$ cat src/rtl/pong_core_param_if.sv
// Control and display bundle between the pong engine and its surroundings.
// The master side drives the strobe and player inputs and observes positions and scores.
interface pong_core_param_if #(
    parameter int XW      = 3,
    parameter int YW      = 3,
    parameter int SCORE_W = 4
);
    logic               tick;
    logic               up_p1;
    logic               down_p1;
    logic               up_p2;
    logic               down_p2;
    logic               serve;
    logic [XW-1:0]      p1_pos;
    logic [XW-1:0]      p2_pos;
    logic [XW-1:0]      ball_x;
    logic [YW-1:0]      ball_y;
    logic [SCORE_W-1:0] score_p1;
    logic [SCORE_W-1:0] score_p2;
    logic [1:0]         state;
    logic [1:0]         winner;
    logic               point_pulse;

    modport master (
        output tick, up_p1, down_p1, up_p2, down_p2, serve,
        input  p1_pos, p2_pos, ball_x, ball_y, score_p1, score_p2, state, winner, point_pulse
    );

    modport slave (
        input  tick, up_p1, down_p1, up_p2, down_p2, serve,
        output p1_pos, p2_pos, ball_x, ball_y, score_p1, score_p2, state, winner, point_pulse
    );
endinterface

$ cat src/rtl/pong_core_param.sv
// Two-player pong engine: paddles, ball, scoring and game sequencing,
// all advanced on a single-cycle tick strobe in the system clock domain.
module pong_core_param #(
    parameter int GRID_H      = 8,
    parameter int GRID_W      = 8,
    parameter int PADDLE_LEN  = 3,
    parameter int WIN_SCORE   = 9,
    parameter int SERVE_DELAY = 4,
    parameter int SCORE_W     = 4
) (
    input  logic             clk,
    input  logic             reset,
    pong_core_param_if.slave bus
);
    localparam int XW = $clog2(GRID_H);
    localparam int YW = $clog2(GRID_W);
    localparam int CW = (SERVE_DELAY > 1) ? $clog2(SERVE_DELAY) : 1;

    localparam logic [1:0] ST_IDLE  = 2'b00;
    localparam logic [1:0] ST_PLAY  = 2'b01;
    localparam logic [1:0] ST_POINT = 2'b10;
    localparam logic [1:0] ST_OVER  = 2'b11;

    localparam logic [1:0] DX_ZERO = 2'b00;
    localparam logic [1:0] DX_POS  = 2'b01;
    localparam logic [1:0] DX_NEG  = 2'b11;

    localparam logic [XW-1:0]      CTR      = XW'((GRID_H - PADDLE_LEN) / 2);
    localparam logic [XW-1:0]      PAD_MAX  = XW'(GRID_H - PADDLE_LEN);
    localparam logic [XW-1:0]      ROW_CTR  = XW'(GRID_H / 2);
    localparam logic [XW-1:0]      ROW_LAST = XW'(GRID_H - 1);
    localparam logic [YW-1:0]      COL_CTR  = YW'(GRID_W / 2);
    localparam logic [YW-1:0]      COL_LAST = YW'(GRID_W - 1);
    localparam logic [XW:0]        OFF_LAST = (XW+1)'(PADDLE_LEN - 1);
    localparam logic [SCORE_W-1:0] WIN      = SCORE_W'(WIN_SCORE);
    localparam logic [CW-1:0]      CNT_LAST = CW'(SERVE_DELAY - 1);

    logic [XW-1:0]      p1_pos_r, p2_pos_r, ball_x_r, p1_s, p2_s, ball_x_s, pad_s;
    logic [YW-1:0]      ball_y_r, ball_y_s;
    logic [1:0]         dir_x_r, dir_x_s, dx_defl_s;
    logic               dir_y_r, dir_y_s;
    logic [SCORE_W-1:0] score_p1_r, score_p2_r, score_p1_s, score_p2_s;
    logic [1:0]         state_r, state_s, winner_r, winner_s;
    logic               point_pulse_r, pulse_s;
    logic [CW-1:0]      cnt_r, cnt_s;
    logic               at_p1_s, at_p2_s, hit_s;
    logic [XW:0]        off_s;

    function automatic logic [XW-1:0] paddle_next(input logic [XW-1:0] pos,
                                                  input logic up, input logic dn);
        logic [XW-1:0] res;
        if (up && !dn && (pos != '0)) begin
            res = pos - XW'(1);
        end else if (dn && !up && (pos < PAD_MAX)) begin
            res = pos + XW'(1);
        end else begin
            res = pos;
        end
        return res;
    endfunction

    // Next-state evaluation for one tick, using only pre-tick registers.
    always_comb begin
        p1_s       = p1_pos_r;
        p2_s       = p2_pos_r;
        ball_x_s   = ball_x_r;
        ball_y_s   = ball_y_r;
        dir_x_s    = dir_x_r;
        dir_y_s    = dir_y_r;
        dx_defl_s  = dir_x_r;
        score_p1_s = score_p1_r;
        score_p2_s = score_p2_r;
        state_s    = state_r;
        winner_s   = winner_r;
        cnt_s      = cnt_r;
        pulse_s    = 1'b0;
        at_p1_s    = (ball_y_r == '0) && !dir_y_r;
        at_p2_s    = (ball_y_r == COL_LAST) && dir_y_r;
        pad_s      = at_p1_s ? p1_pos_r : p2_pos_r;
        off_s      = {1'b0, ball_x_r} - {1'b0, pad_s};
        hit_s      = (ball_x_r >= pad_s) && (off_s <= OFF_LAST);

        if (state_r != ST_OVER) begin
            p1_s = paddle_next(p1_pos_r, bus.up_p1, bus.down_p1);
            p2_s = paddle_next(p2_pos_r, bus.up_p2, bus.down_p2);
        end else begin
            p1_s = p1_pos_r;
            p2_s = p2_pos_r;
        end

        case (state_r)
            ST_IDLE: begin
                if (bus.serve) begin
                    state_s = ST_PLAY;
                end else begin
                    state_s = ST_IDLE;
                end
            end
            ST_PLAY: begin
                if ((at_p1_s || at_p2_s) && !hit_s) begin
                    // Miss: recentre everything and serve toward whoever scored.
                    pulse_s  = 1'b1;
                    ball_x_s = ROW_CTR;
                    ball_y_s = COL_CTR;
                    dir_x_s  = DX_ZERO;
                    dir_y_s  = at_p1_s;
                    p1_s     = CTR;
                    p2_s     = CTR;
                    cnt_s    = '0;
                    if (at_p2_s) begin
                        score_p1_s = score_p1_r + SCORE_W'(1);
                        if (score_p1_s == WIN) begin
                            state_s  = ST_OVER;
                            winner_s = 2'b01;
                        end else begin
                            state_s  = ST_POINT;
                        end
                    end else begin
                        score_p2_s = score_p2_r + SCORE_W'(1);
                        if (score_p2_s == WIN) begin
                            state_s  = ST_OVER;
                            winner_s = 2'b10;
                        end else begin
                            state_s  = ST_POINT;
                        end
                    end
                end else begin
                    if (at_p1_s || at_p2_s) begin
                        dir_y_s = !dir_y_r;
                        if (PADDLE_LEN > 1) begin
                            if (off_s == '0) begin
                                dx_defl_s = DX_NEG;
                            end else if (off_s == OFF_LAST) begin
                                dx_defl_s = DX_POS;
                            end else begin
                                dx_defl_s = DX_ZERO;
                            end
                        end else begin
                            dx_defl_s = dir_x_r;
                        end
                    end else begin
                        dir_y_s   = dir_y_r;
                        dx_defl_s = dir_x_r;
                    end
                    // Wall after deflection keeps corner hits inside the grid.
                    if ((ball_x_r == '0) && (dx_defl_s == DX_NEG)) begin
                        dir_x_s = DX_POS;
                    end else if ((ball_x_r == ROW_LAST) && (dx_defl_s == DX_POS)) begin
                        dir_x_s = DX_NEG;
                    end else begin
                        dir_x_s = dx_defl_s;
                    end
                    case (dir_x_s)
                        DX_POS:  ball_x_s = ball_x_r + XW'(1);
                        DX_NEG:  ball_x_s = ball_x_r - XW'(1);
                        default: ball_x_s = ball_x_r;
                    endcase
                    if (dir_y_s) begin
                        ball_y_s = ball_y_r + YW'(1);
                    end else begin
                        ball_y_s = ball_y_r - YW'(1);
                    end
                end
            end
            ST_POINT: begin
                if (cnt_r == CNT_LAST) begin
                    state_s = ST_PLAY;
                end else begin
                    cnt_s = cnt_r + CW'(1);
                end
            end
            ST_OVER: begin
                if (bus.serve) begin
                    state_s    = ST_IDLE;
                    score_p1_s = '0;
                    score_p2_s = '0;
                    winner_s   = 2'b00;
                    p1_s       = CTR;
                    p2_s       = CTR;
                    dir_y_s    = 1'b1;
                end else begin
                    state_s = ST_OVER;
                end
            end
            default: state_s = ST_IDLE;
        endcase
    end

    // Game registers: reset wins over tick; the point pulse lasts a single clk.
    always_ff @(posedge clk) begin
        if (reset) begin
            p1_pos_r      <= CTR;
            p2_pos_r      <= CTR;
            ball_x_r      <= ROW_CTR;
            ball_y_r      <= COL_CTR;
            dir_x_r       <= DX_ZERO;
            dir_y_r       <= 1'b1;
            score_p1_r    <= '0;
            score_p2_r    <= '0;
            state_r       <= ST_IDLE;
            winner_r      <= 2'b00;
            cnt_r         <= '0;
            point_pulse_r <= 1'b0;
        end else if (bus.tick) begin
            p1_pos_r      <= p1_s;
            p2_pos_r      <= p2_s;
            ball_x_r      <= ball_x_s;
            ball_y_r      <= ball_y_s;
            dir_x_r       <= dir_x_s;
            dir_y_r       <= dir_y_s;
            score_p1_r    <= score_p1_s;
            score_p2_r    <= score_p2_s;
            state_r       <= state_s;
            winner_r      <= winner_s;
            cnt_r         <= cnt_s;
            point_pulse_r <= pulse_s;
        end else begin
            point_pulse_r <= 1'b0;
        end
    end

    assign bus.p1_pos      = p1_pos_r;
    assign bus.p2_pos      = p2_pos_r;
    assign bus.ball_x      = ball_x_r;
    assign bus.ball_y      = ball_y_r;
    assign bus.score_p1    = score_p1_r;
    assign bus.score_p2    = score_p2_r;
    assign bus.state       = state_r;
    assign bus.winner      = winner_r;
    assign bus.point_pulse = point_pulse_r;
endmodule

$ cat src/flat_wrapper.sv
// flat-port wrapper written by rule: the top's interface ports become plain ports
module pong_core_param_flat 
#(
    parameter int GRID_H      = 8,
    parameter int GRID_W      = 8,
    parameter int PADDLE_LEN  = 3,
    parameter int WIN_SCORE   = 9,
    parameter int SERVE_DELAY = 4,
    parameter int SCORE_W     = 4
)
  (clk, reset, bus_tick, bus_up_p1, bus_down_p1, bus_up_p2, bus_down_p2, bus_serve, bus_p1_pos, bus_p2_pos, bus_ball_x, bus_ball_y, bus_score_p1, bus_score_p2, bus_state, bus_winner, bus_point_pulse);
  pong_core_param_if #(.XW(3), .YW(3), .SCORE_W(SCORE_W)) bus_i ();
  input  logic clk;
  input  logic reset;
  input wire logic [$bits(bus_i.tick)-1:0] bus_tick;
  input wire logic [$bits(bus_i.up_p1)-1:0] bus_up_p1;
  input wire logic [$bits(bus_i.down_p1)-1:0] bus_down_p1;
  input wire logic [$bits(bus_i.up_p2)-1:0] bus_up_p2;
  input wire logic [$bits(bus_i.down_p2)-1:0] bus_down_p2;
  input wire logic [$bits(bus_i.serve)-1:0] bus_serve;
  output wire logic [$bits(bus_i.p1_pos)-1:0] bus_p1_pos;
  output wire logic [$bits(bus_i.p2_pos)-1:0] bus_p2_pos;
  output wire logic [$bits(bus_i.ball_x)-1:0] bus_ball_x;
  output wire logic [$bits(bus_i.ball_y)-1:0] bus_ball_y;
  output wire logic [$bits(bus_i.score_p1)-1:0] bus_score_p1;
  output wire logic [$bits(bus_i.score_p2)-1:0] bus_score_p2;
  output wire logic [$bits(bus_i.state)-1:0] bus_state;
  output wire logic [$bits(bus_i.winner)-1:0] bus_winner;
  output wire logic [$bits(bus_i.point_pulse)-1:0] bus_point_pulse;
  assign bus_i.tick = bus_tick;
  assign bus_i.up_p1 = bus_up_p1;
  assign bus_i.down_p1 = bus_down_p1;
  assign bus_i.up_p2 = bus_up_p2;
  assign bus_i.down_p2 = bus_down_p2;
  assign bus_i.serve = bus_serve;
  assign bus_p1_pos = bus_i.p1_pos;
  assign bus_p2_pos = bus_i.p2_pos;
  assign bus_ball_x = bus_i.ball_x;
  assign bus_ball_y = bus_i.ball_y;
  assign bus_score_p1 = bus_i.score_p1;
  assign bus_score_p2 = bus_i.score_p2;
  assign bus_state = bus_i.state;
  assign bus_winner = bus_i.winner;
  assign bus_point_pulse = bus_i.point_pulse;
  pong_core_param #(.GRID_H(GRID_H), .GRID_W(GRID_W), .PADDLE_LEN(PADDLE_LEN), .WIN_SCORE(WIN_SCORE), .SERVE_DELAY(SERVE_DELAY), .SCORE_W(SCORE_W)) u_core (.clk(clk), .reset(reset), .bus(bus_i));
endmodule
$ cat config.mk
export PLATFORM = sky130hd
export DESIGN_NAME = pong_core_param_flat
export DESIGN_NICKNAME = d
export VERILOG_FILES = /design/src/rtl/pong_core_param_if.sv /design/src/rtl/pong_core_param.sv /design/src/flat_wrapper.sv
export SDC_FILE = /design/constraint.sdc
export NUM_CORES = 1
export LEC_CHECK = 0
export ABC_AREA = 1
export CORE_MARGIN = 1
export CORE_UTILIZATION = 49
export CTS_CLUSTER_SIZE = 12
export DETAILED_ROUTE_END_ITERATION = 8
export PLACE_DENSITY = 0.77
export SLEW_MARGIN = 20
export SYNTH_ARGS = -nofsm -noshare
export SYNTH_HDL_FRONTEND = slang
export SYNTH_SLANG_ARGS = --single-unit
$ cat constraint.sdc
create_clock -name clk -period 3.18 [get_ports clk]
set_input_delay 0.636 -clock clk [delete_from_list [all_inputs] [get_ports clk]]
set_output_delay 0.636 -clock clk [all_outputs]
set_load 0.02 [all_outputs]
# Word level (Yosys, flattened, before mapping)
# Cells that the tools add are included.
# totals
register_bits,30
out_inout_bits,25
wordCells,149
# op_classes
n_eq_ne,22
n_addsub,12
n_reduce_logical,39
order_cmp,4
muxes,58
bitwise,2
# op_table
operator,n
$mux W3,14
$mux W2,20
$mux W4,5
$pmux W3 S2,3
$pmux W4 S2,2
$logic_and A1 B1 Y1,14
$add A3 B1 Y3 const B,4
$sub A3 B1 Y3 const B,4
$eq A2 B2 Y1 const B,5
$mux W1,10
$reduce_and A5 Y1,2
$reduce_and A3 Y1,3
$reduce_bool A3 Y1,3
$add A4 B1 Y4 const B,2
$eq A4 B4 Y1 const B,2
$ne A2 B2 Y1 const B,4
$pmux W2 S2,2
$pmux W2 S4,1
$eq A2 B1 Y1 const B,3
$eq A3 B3 Y1 const B,2
$logic_not A1 Y1,6
$logic_not A3 Y1,2
$lt A3 B3 Y1 const B,2
$ne A2 B1 Y1 const B,3
other kinds (17),19

# Depth between registers and ports, before layout
# Gate-level depths: netlist of the first run.
# logic_depth
depth_word,19
depth_mapped,23
mapped_depth_nobuf,23

# Worst setup path before layout of the first run
# No wires, ideal clock.
# synth_path
kind,flip-flop to flip-flop
from,register u_core.ball_y_r[0] (netlist: u_core.bus.ball_y[0])
to,register u_core.ball_x_r[2] (netlist: u_core.bus.ball_x[2])
t_arrival_ns,3.208
path_buffers,0
setup_slack_ns,-0.143
synth_period_minus_slack_ns,3.323
path_stages_with_launch,24
cell_sequence,dfxtp_1 nor2_1 nand2_2 nor2_1 nand2_1 o21ai_0 ha_1 inv_1 fa_1 inv_1 fa_1 nand3_1 nand2_1 o21ai_0 nand2_2 nand3_1 inv_1 fa_1 xor2_1 inv_1 nand3_1 nand2_1 nand2_1 nand2_1
# synth_between
elab_chain_cells,19
# synth_rtl
item,line_no,rtl
"start, declared",pong_core_param.sv:39,"logic [YW-1:0] ball_y_r, ball_y_s;"
"start signal, assigned",pong_core_param.sv:208,ball_y_r <= ball_y_s;
$logic_not A3 Y1,pong_core_param.sv:77,at_p1_s = (ball_y_r == '0) && !dir_y_r;
$logic_and A1 B1 Y1,pong_core_param.sv:77,
$mux W3,pong_core_param.sv:79,pad_s = at_p1_s ? p1_pos_r : p2_pos_r;
$sub A3 B3 Y4,pong_core_param.sv:80,"off_s = {1'b0, ball_x_r} - {1'b0, pad_s};"
$eq A4 B2 Y1,pong_core_param.sv:133,end else if (off_s == OFF_LAST) begin
$mux W1,pong_core_param.sv:133,
$mux W2,pong_core_param.sv:131,if (off_s == '0) begin
$mux W2,pong_core_param.sv:128,if (at_p1_s || at_p2_s) begin
[... 3 more ...],-,
$logic_and A1 B1 Y1,pong_core_param.sv:148,end else if ((ball_x_r == ROW_LAST) && (dx_defl_s == DX_POS)) begin
$mux W2,pong_core_param.sv:148,
$mux W2,pong_core_param.sv:146,if ((ball_x_r == '0) && (dx_defl_s == DX_NEG)) begin
$mux W2,pong_core_param.sv:100,if ((at_p1_s || at_p2_s) && !hit_s) begin
$mux W2,pong_core_param.sv:91,case (state_r)
$eq A2 B2 Y1 / $eq A2 B1 Y1 (equally long branches),pong_core_param.sv:153,case (dir_x_s)
$pmux W3 S2 / $reduce_bool A3 Y1 (equally long branches),-,
$mux W3 / $reduce_and A3 Y1 (equally long branches),-,
"end signal, assigned",pong_core_param.sv:207,ball_x_r <= ball_x_s;
"end, declared",pong_core_param.sv:38,"logic [XW-1:0] p1_pos_r, p2_pos_r, ball_x_r, p1_s, p2_s, ball_x_s, pad_s;"
# Parallel ways exist; a longest one is shown, timed or not. The select of a mux whose other input is x is not followed.
# A chain may end at the register's enable or synchronous reset.

# Worst setup path after layout of the first run
# Ends and elaborated chain as after synthesis.

==> results by group, run 1 <==
Worst setup path
  • Crit path max-delay cell type: fa_1
  • Reg2reg start: u_core.bus.ball_y[0]
  • CP Launch Type: flip-flop
  • Reg2Reg Depth: 23
  • Arr. time, crit path: 3.44 ns
  • Worst setup EP type: flip-flop
  • Worst path cell trace: nor2_2, nand2_2, nor2_4, nand2_1, o21ai_2, ha_2, inv_2, fa_2, inv_2, fa_1, nand2_2, o21ai_4, nand2_2, nand2_2, nand3_2, inv_2, fa_2, xor2_2, inv_1, nand3_1, nand2_1, nand2_1, nand2_1
  • RR Endpoint: u_core.bus.ball_x[2]
  • Worst EP required: 3.37 ns
  • CP Class: reg -> reg
  • Crit path max fanout: 4
  • R2R Setup Slk: -0.06 ns
  • Max stage delay on crit path: 0.46 ns

Floorplanning
  • Die X: 68.8 um
  • DIE HEIGHT: 68.8 um
  • Core area: 0.00414 mm2
  • Die area: 0.00473 mm2
  • Initial Util: 0.528
  • # rows: 23
  • I/O pins: 33

Drt
  • Iteration-0 DRC Markers: 75
  • Routed vias: 2226
  • Drc violations: 0
  • TritonRoute pass-1 iters: 6
  • Vias per cell: 5.16
  • Drt wl/cell: 12.6 um
  • WL final: 5.43 mm
  • ANT nets after route: 0

Hold path
  • Hold Path Depth: 2
  • Hold Crit Class: reg -> reg
  • Hold Path Sink: u_core.cnt_r[1]
  • Worst hold path startpoint: u_core.cnt_r[1]

Synth
  • Library cells used by synthesis: 28
  • Post-synth EDFFs: 0
  • Area leader, netlist: dfxtp_1
  • Top cells by area, synth: dfxtp_1 (27%), nand2_1 (14%), ha_1 (10%)
  • Ys async rst share: 0
  • Count leader, synth: nand2_1
  • Mapped Nets: 362
  • Synth cell count leaders: nand2_1 (81), inv_1 (49), nor2_1 (35), dfxtp_1 (30), nand3_1 (29)
  • Syn. warnings: 0
  • Register area share after synthesis: 0.275
  • Syn Area/Cell: 6.59 um2
  • Synth Flop Type: dfxtp_1
  • Post-Syn Area: 0.00219 mm2
  • Area share of the largest cell type after synthesis: 0.275
  • Post-Syn Instances: 332
  • Flops & latches, synth: 30

STA
  • Worst slew pin tran: 0.476 ns
  • Rel. slew slack: 0.682
  • Setup TNS Final: -0.0650 ns
  • RSZ-0062 raised after global routing: true
  • Clock skew: 0.00963 ns
  • Final Setup Violations: 1
  • Period utilization: 1.02
  • Final Hold Viols: 0
  • WHS: 0.468 ns
  • Final max-slew violation count: 0
  • Fmax achieved: 308 MHz
  • Worst Slack Setup Final: -0.0650 ns
  • Clock period minus worst slack: 3.24 ns

Power
  • Power Density: 408 mW/mm2
  • P_int: 768 uW
  • Total power: 1.15 mW
  • NetSw: 386 uW
  • Cell leakage power: 1.30 nW
  • Clock network power share: 0.338
  • Gate power share: 0.298
  • Worst vdd ir: 321 uV
  • Sw frac: 0.334
  • Sequential Power Share: 0.364

Global route
  • Vias in the first global route: 1922
  • Gr usage total: 0.240
  • First-pass GRT wire length: 8.36 mm
  • Antenna violations before repair: 0
  • Remaining global-route overflow: 0
  • Largest net degree at the start of global routing: 23

Finish
  • Post-layout util: 0.684
  • Share of layout cells above drive strength 1: 0.155
  • Fillcell total: 390
  • Layout area overhead: 29.5%
  • Diodes inserted: 0
  • Post-route cell area: 0.00283 mm2
  • Fin nets: 410
  • Final Instance Count excl. Fillers: 431

Clock tree
  • H-tree Lvls: 2
  • Clock root buffer: clkbuf_8
  • CTS tree: built
  • CTS Sinks: 30
  • Hold_buf cts: 0
  • TritonCTS Buffers: 5
  • Clock tree buffer depth: 2
  • Clk Latency, worst-skew pair: 0.29 ns
  • Reg clk slew, reported paths: 0.07 ns

Run
  • Max-Cap Viols: 0

Place
  • Post-DP HPWL: 3.92 mm
  • Cells after DPL: 419
  • Worst slack at placement: -0.0920 ns
  • # port buffers: 32
  • DP Area: 0.00264 mm2
  • Gpl congestion: 0.855

Status
  • Status: finished, violations left
  • Failing checks: negative setup slack
## critical path, delay by kind of cell (launching register included)
kind	cells	cell delay, ns
xor+xnor	1	0.15
flops	1	0.33
simple gates	12	0.95
compound gates	2	0.14
buf+inv	4	0.19
fa+ha+maj	4	1.38
## how the worst max path moves through the flow
stage / start / to / slack [ns] / cells after the start
after global placement: u_core.bus.ball_y[1] / u_core.bus.ball_x[2] / 0.03 / 23
after CTS: u_core.bus.ball_y[1] / u_core.bus.ball_x[2] / -0.03 / 23
final: u_core.bus.ball_y[0] / u_core.bus.ball_x[2] / -0.06 / 23
after detailed placement: u_core.bus.ball_y[1] / u_core.bus.ball_x[2] / -0.09 / 23
after global routing: u_core.bus.ball_y[0] / u_core.bus.ball_x[2] / -0.24 / 23
after floorplan: u_core.bus.ball_y[1] / u_core.bus.ball_x[2] / 0.005 / 23
## per-layer routing
metal | GRT usage | up-vias | wire length, um
met4 | 0.102 | 0 | 112
met5 | 0 | - | 0
li1 | - | 1148 | -
met3 | 0.0526 | 15 | 263
met2 | 0.404 | 60 | 2640
met1 | 0.292 | 1003 | 2420
## power groups by stage
stage          combinational (mW)  sequential, mW  clock, mW
2_1_floorplan               0.190           0.454          0
3_3_place_gp                0.316           0.428          0
3_5_place_dp                0.324           0.429          0
4_1_cts                     0.330           0.421      0.390
5_1_grt                     0.382           0.424      0.407
6_report                    0.344           0.420      0.391
## kinds of logic (layout without fill, tap and decap cells)
| group | Yosys count | after routing | synth area share |
|---|---|---|---|
| fa+ha+maj | 22 | 22 | 0.140 |
| simple gates | 166 | 166 | 0.332 |
| xor+xnor | 8 | 8 | 0.0320 |
| flops | 30 | 30 | 0.275 |
| buf+inv | 57 | 106 | 0.0990 |
| compound gates | 49 | 49 | 0.122 |
## area by class of cell
class,instances,area [um2],share of cell area
sequential,30,604,0.213
clock buffer,5,68.8,0.0243
timing repair buffer,45,418,0.148
clock inverter,3,40.0,0.0141
inverter,53,200,0.0707
multi-input combinational,245,1440,0.508
tap,50,62.6,0.0221
## state kept, by name (all words and copies together), names as in the netlist
name and cells:
u_core.cnt_r 2, u_core.bus.ball_y 3, u_core.bus.winner 2, u_core.bus.state 2, u_core.bus.p2_pos 3, u_core.bus.p1_pos 3
u_core.bus.point_pulse 1, u_core.bus.ball_x 3, u_core.dir_y_r 1, u_core.bus.score_p1 4, u_core.bus.score_p2 4, u_core.dir_x_r 2
## cells in the final DEF, fill, tap and decap left out, types with 2 or more instances in the layout
cell type / instances
nand2_1: 79
inv_1: 46
nor2_1: 33
clkdlybuf4s50_1: 32
dfxtp_1: 27
nand3_1: 25
a21oi_1: 22
ha_1: 17
o21ai_0: 15
buf_4: 13
nand2_2: 7
inv_2: 6
nand3_2: 6
clkbuf_8: 5
o21ai_1: 4
nand4_1: 4
nor3_1: 4
xor2_1: 4
nor2_2: 3
clkinv_2: 3
xnor2_1: 3
dfxtp_2: 3
o21ai_2: 2
nand2_4: 2
nand3b_1: 2
fa_2: 2
fa_1: 2
## what timing repair did
| item | CTS | global route |
|---|---|---|
| resized for setup | 7 | 14 |
| pin swaps | 7 | 16 |
| endpoints found under the setup margin | 1 | 3 |
| setup buffers | 2 | 2 |
No activity file was read; power rests on OpenSTA's default activity.
==> run 2, diff against run 1 <==
--- a/config.mk
+++ b/config.mk
@@ -10,7 +10,8 @@
 export CORE_UTILIZATION = 49
 export CTS_CLUSTER_SIZE = 12
 export DETAILED_ROUTE_END_ITERATION = 8
-export PLACE_DENSITY = 0.77
+export PLACE_DENSITY = 0.76
+export REMOVE_ABC_BUFFERS = 1
 export SLEW_MARGIN = 20
 export SYNTH_ARGS = -nofsm -noshare
 export SYNTH_HDL_FRONTEND = slang
==> run 2 against run 1 <==
The run still ends with negative setup slack left. Critical path type unchanged. Sequential power barely moved. Clock power fell by 16%. Critical path depth did not move. Critical endpoint unchanged. Wire length fell by 4.5%.
==> results by group, run 2 (synthesized netlist as in run 1, its figures left out) <==
STA
  • Setup TNS Final: -0.0104 ns (+0.0546 ns)
  • Final Setup Violations: 1 (unchanged)
  • Clock period minus worst slack: 3.19 ns (-0.0546 ns)
  • Period utilization: 1.00 (-0.0172)
  • RSZ-0062 raised after global routing: true
  • WHS: 0.468 ns (-0.000207 ns)
  • Fmax achieved: 313 MHz (+1.7%)
  • Worst slew pin tran: 0.442 ns (-0.0346 ns)
  • Rel. slew slack: 0.706 (+0.0230)
  • Worst Slack Setup Final: -0.0104 ns (+0.0546 ns)
  • Final max-slew violation count: 0 (unchanged)
  • Final Hold Viols: 0 (unchanged)
  • Clock skew: 0.00601 ns (-0.00362 ns)

Floorplanning
  • Die area: 0.00473 mm2 (unchanged)
  • # rows: 23 (unchanged)
  • I/O pins: 33 (unchanged)
  • Initial Util: 0.528 (unchanged)
  • Die X: 68.8 um (unchanged)
  • Core area: 0.00414 mm2 (unchanged)
  • DIE HEIGHT: 68.8 um (unchanged)

Power
  • Power Density: 384 mW/mm2 (-5.8%)
  • Gate power share: 0.313 (+0.015)
  • P_int: 713 uW (-7.2%)
  • Cell leakage power: 1.30 nW (+0.60%)
  • Sw frac: 0.346 (+0.0119)
  • Sequential Power Share: 0.387 (+0.023)
  • NetSw: 378 uW (-2.1%)
  • Worst vdd ir: 252 uV (-22%)
  • Clock network power share: 0.301 (-0.037)

Worst setup path
  • Worst setup EP type: flip-flop
  • CP delay by family, top: adder cells
  • Worst path cell trace: nor2_4, nand2_4, nor2_4, nand2_1, o21ai_1, ha_2, inv_2, fa_2, inv_2, fa_1, nand2_1, o21ai_2, nand2_1, nand2_2, nand3_2, inv_2, fa_2, xor2_2, inv_1, nand3_1, nand2_1, nand2_1, nand2_1
  • Crit path max fanout: 4 (unchanged)
  • Reg2reg start: u_core.bus.ball_y[1]
  • Arr. time, crit path: 3.38 ns (-0.06 ns)
  • Worst Path Buf+Inv: 4 (unchanged)
  • Critical Path Source: u_core.bus.ball_y[1]
  • RR Endpoint: u_core.bus.ball_x[2]
  • Most frequent CP cell: nand2_1
  • Crit path max-delay cell type: fa_1
  • Reg2Reg Depth: 23 (unchanged)
  • CP Launch Type: flip-flop
  • R2R Setup Slk: -0.01 ns (+0.05 ns)
  • CP Class: reg -> reg
  • Worst EP required: 3.37 ns (about the same)
  • Max stage delay on crit path: 0.45 ns (about the same)

Status
  • Status: finished, violations left
  • Failing checks: negative setup slack

Finish
  • Share of layout cells above drive strength 1: 0.156 (+0.00139)
  • Layout area overhead: 29.9%
  • Fillcell total: 378 (-3.1%)
  • Fin nets: 413 (+0.73%)
  • Post-layout util: 0.686 (+0.00211)
  • Commonest non-fill, non-tap cell in the layout: nand2_1
  • Commonest non-fill, non-tap cells in the layout: nand2_1 (81), inv_1 (46), nor2_1 (33)
  • Diodes inserted: 0 (unchanged)
  • Post-route cell area: 0.00284 mm2 (+0.31%)
  • Final Instance Count excl. Fillers: 434 (+0.70%)

Clock tree
  • CTS Sinks: 30 (unchanged)
  • Hold_buf cts: 0 (unchanged)
  • Clock root buffer: clkbuf_8
  • TritonCTS Buffers: 5 (unchanged)
  • Reg clk slew, reported paths: 0.07 ns (about the same)
  • H-tree Lvls: 2 (unchanged)
  • CTS tree: built
  • Clock tree buffer depth: 2 (unchanged)
  • Clk Latency, worst-skew pair: 0.29 ns (about the same)

Global route
  • Antenna violations before repair: 0 (unchanged)
  • Vias in the first global route: 2017 (+4.9%)
  • Gr usage total: 0.248 (+0.00852)
  • Largest net degree at the start of global routing: 23 (unchanged)
  • First-pass GRT wire length: 8.65 mm (+3.5%)
  • Remaining global-route overflow: 0 (unchanged)

Place
  • Gpl congestion: 0.853 (-0.32%)
  • Post-DP HPWL: 3.84 mm (-2.0%)
  • Cells after DPL: 421 (+0.48%)
  • # port buffers: 32 (unchanged)
  • DP Area: 0.00264 mm2 (about the same)

Hold path
  • Hold Crit Class: reg -> reg
  • Worst hold path startpoint: u_core.cnt_r[1]
  • Hold Path Depth: 2 (unchanged)
  • Hold Path Sink: u_core.cnt_r[1]

Drt
  • TritonRoute pass-1 iters: 4 (-2)
  • WL final: 5.19 mm (-4.5%)
  • Routed vias: 2208 (-0.81%)
  • ANT nets after route: 0 (unchanged)
  • Iteration-0 DRC Markers: 131 (+75%)
  • Drt wl/cell: 12.0 um (-5.2%)
  • Drc violations: 0 (unchanged)
  • Vias per cell: 5.09 (-1.5%)

Run
  • Max-Cap Viols: 0 (unchanged)
==> run 2: how the worst max path moves through the flow <==
stage	to	slack (ns)	cells past startpoint
2_1_floorplan	u_core.bus.ball_x[2]	-0.14	23
3_3_place_gp	u_core.bus.ball_x[2]	-0.02	23
3_5_place_dp	u_core.bus.ball_x[2]	-0.18	23
4_1_cts	u_core.bus.ball_x[2]	-0.01	23
5_1_grt	u_core.bus.ball_x[2]	-0.21	23
6_report	u_core.bus.ball_x[2]	-0.01	23
==> run 2: power by group through the flow <==
stage          logic (mW)  registers, mW  clock network (mW)
6_report            0.341          0.422               0.328
5_1_grt             0.383          0.426               0.352
4_1_cts             0.337          0.421               0.338
3_5_place_dp        0.323          0.428                   0
3_3_place_gp        0.317          0.428                   0
2_1_floorplan       0.186          0.453                   0
==> run 2: through the flow <==
stage	worst slack, ns	power [mW]
4_1_cts	-0.0133	1.10
5_1_grt	-0.212	1.16
6_report	-0.0104	1.09
3_5_place_dp	-0.180	0.751
3_3_place_gp	-0.0219	0.745
2_1_floorplan	-0.143	0.639
==> run 2: layout make-up <==
cell class | count | area (um2) | share of cell area
clock buffer | 6 | 82.6 | 0.0291
clock inverter | 2 | 12.5 | 0.00440
inverter | 53 | 200 | 0.0705
multi-input combinational | 245 | 1440 | 0.507
sequential | 30 | 603 | 0.212
tap | 50 | 62.6 | 0.0220
timing repair buffer | 48 | 440 | 0.155
==> run 2: repair_timing <==
action,4_1_cts,5_1_grt
hold endpoints to repair,0,0
buffers inserted,4,1
setup endpoints to repair,1,3
pin swaps,11,11
gates resized for setup,19,7
==> run 2: worst min-delay path: stages, from the launching register on <==
cell     delay [ns]
dfxtp_1        0.31
nand2_1        0.06
a21oi_1        0.05
==> run 2: metal layers <==
metal / vias to the layer above / part of all wire / global-route usage
li1: 1156 / - / -
met1: 1009 / 0.47 / 0.297
met2: 38 / 0.49 / 0.434
met3: 5 / 0.033 / 0.0543
met4: 0 / 0.014 / 0.0893
met5: - / 0 / 0
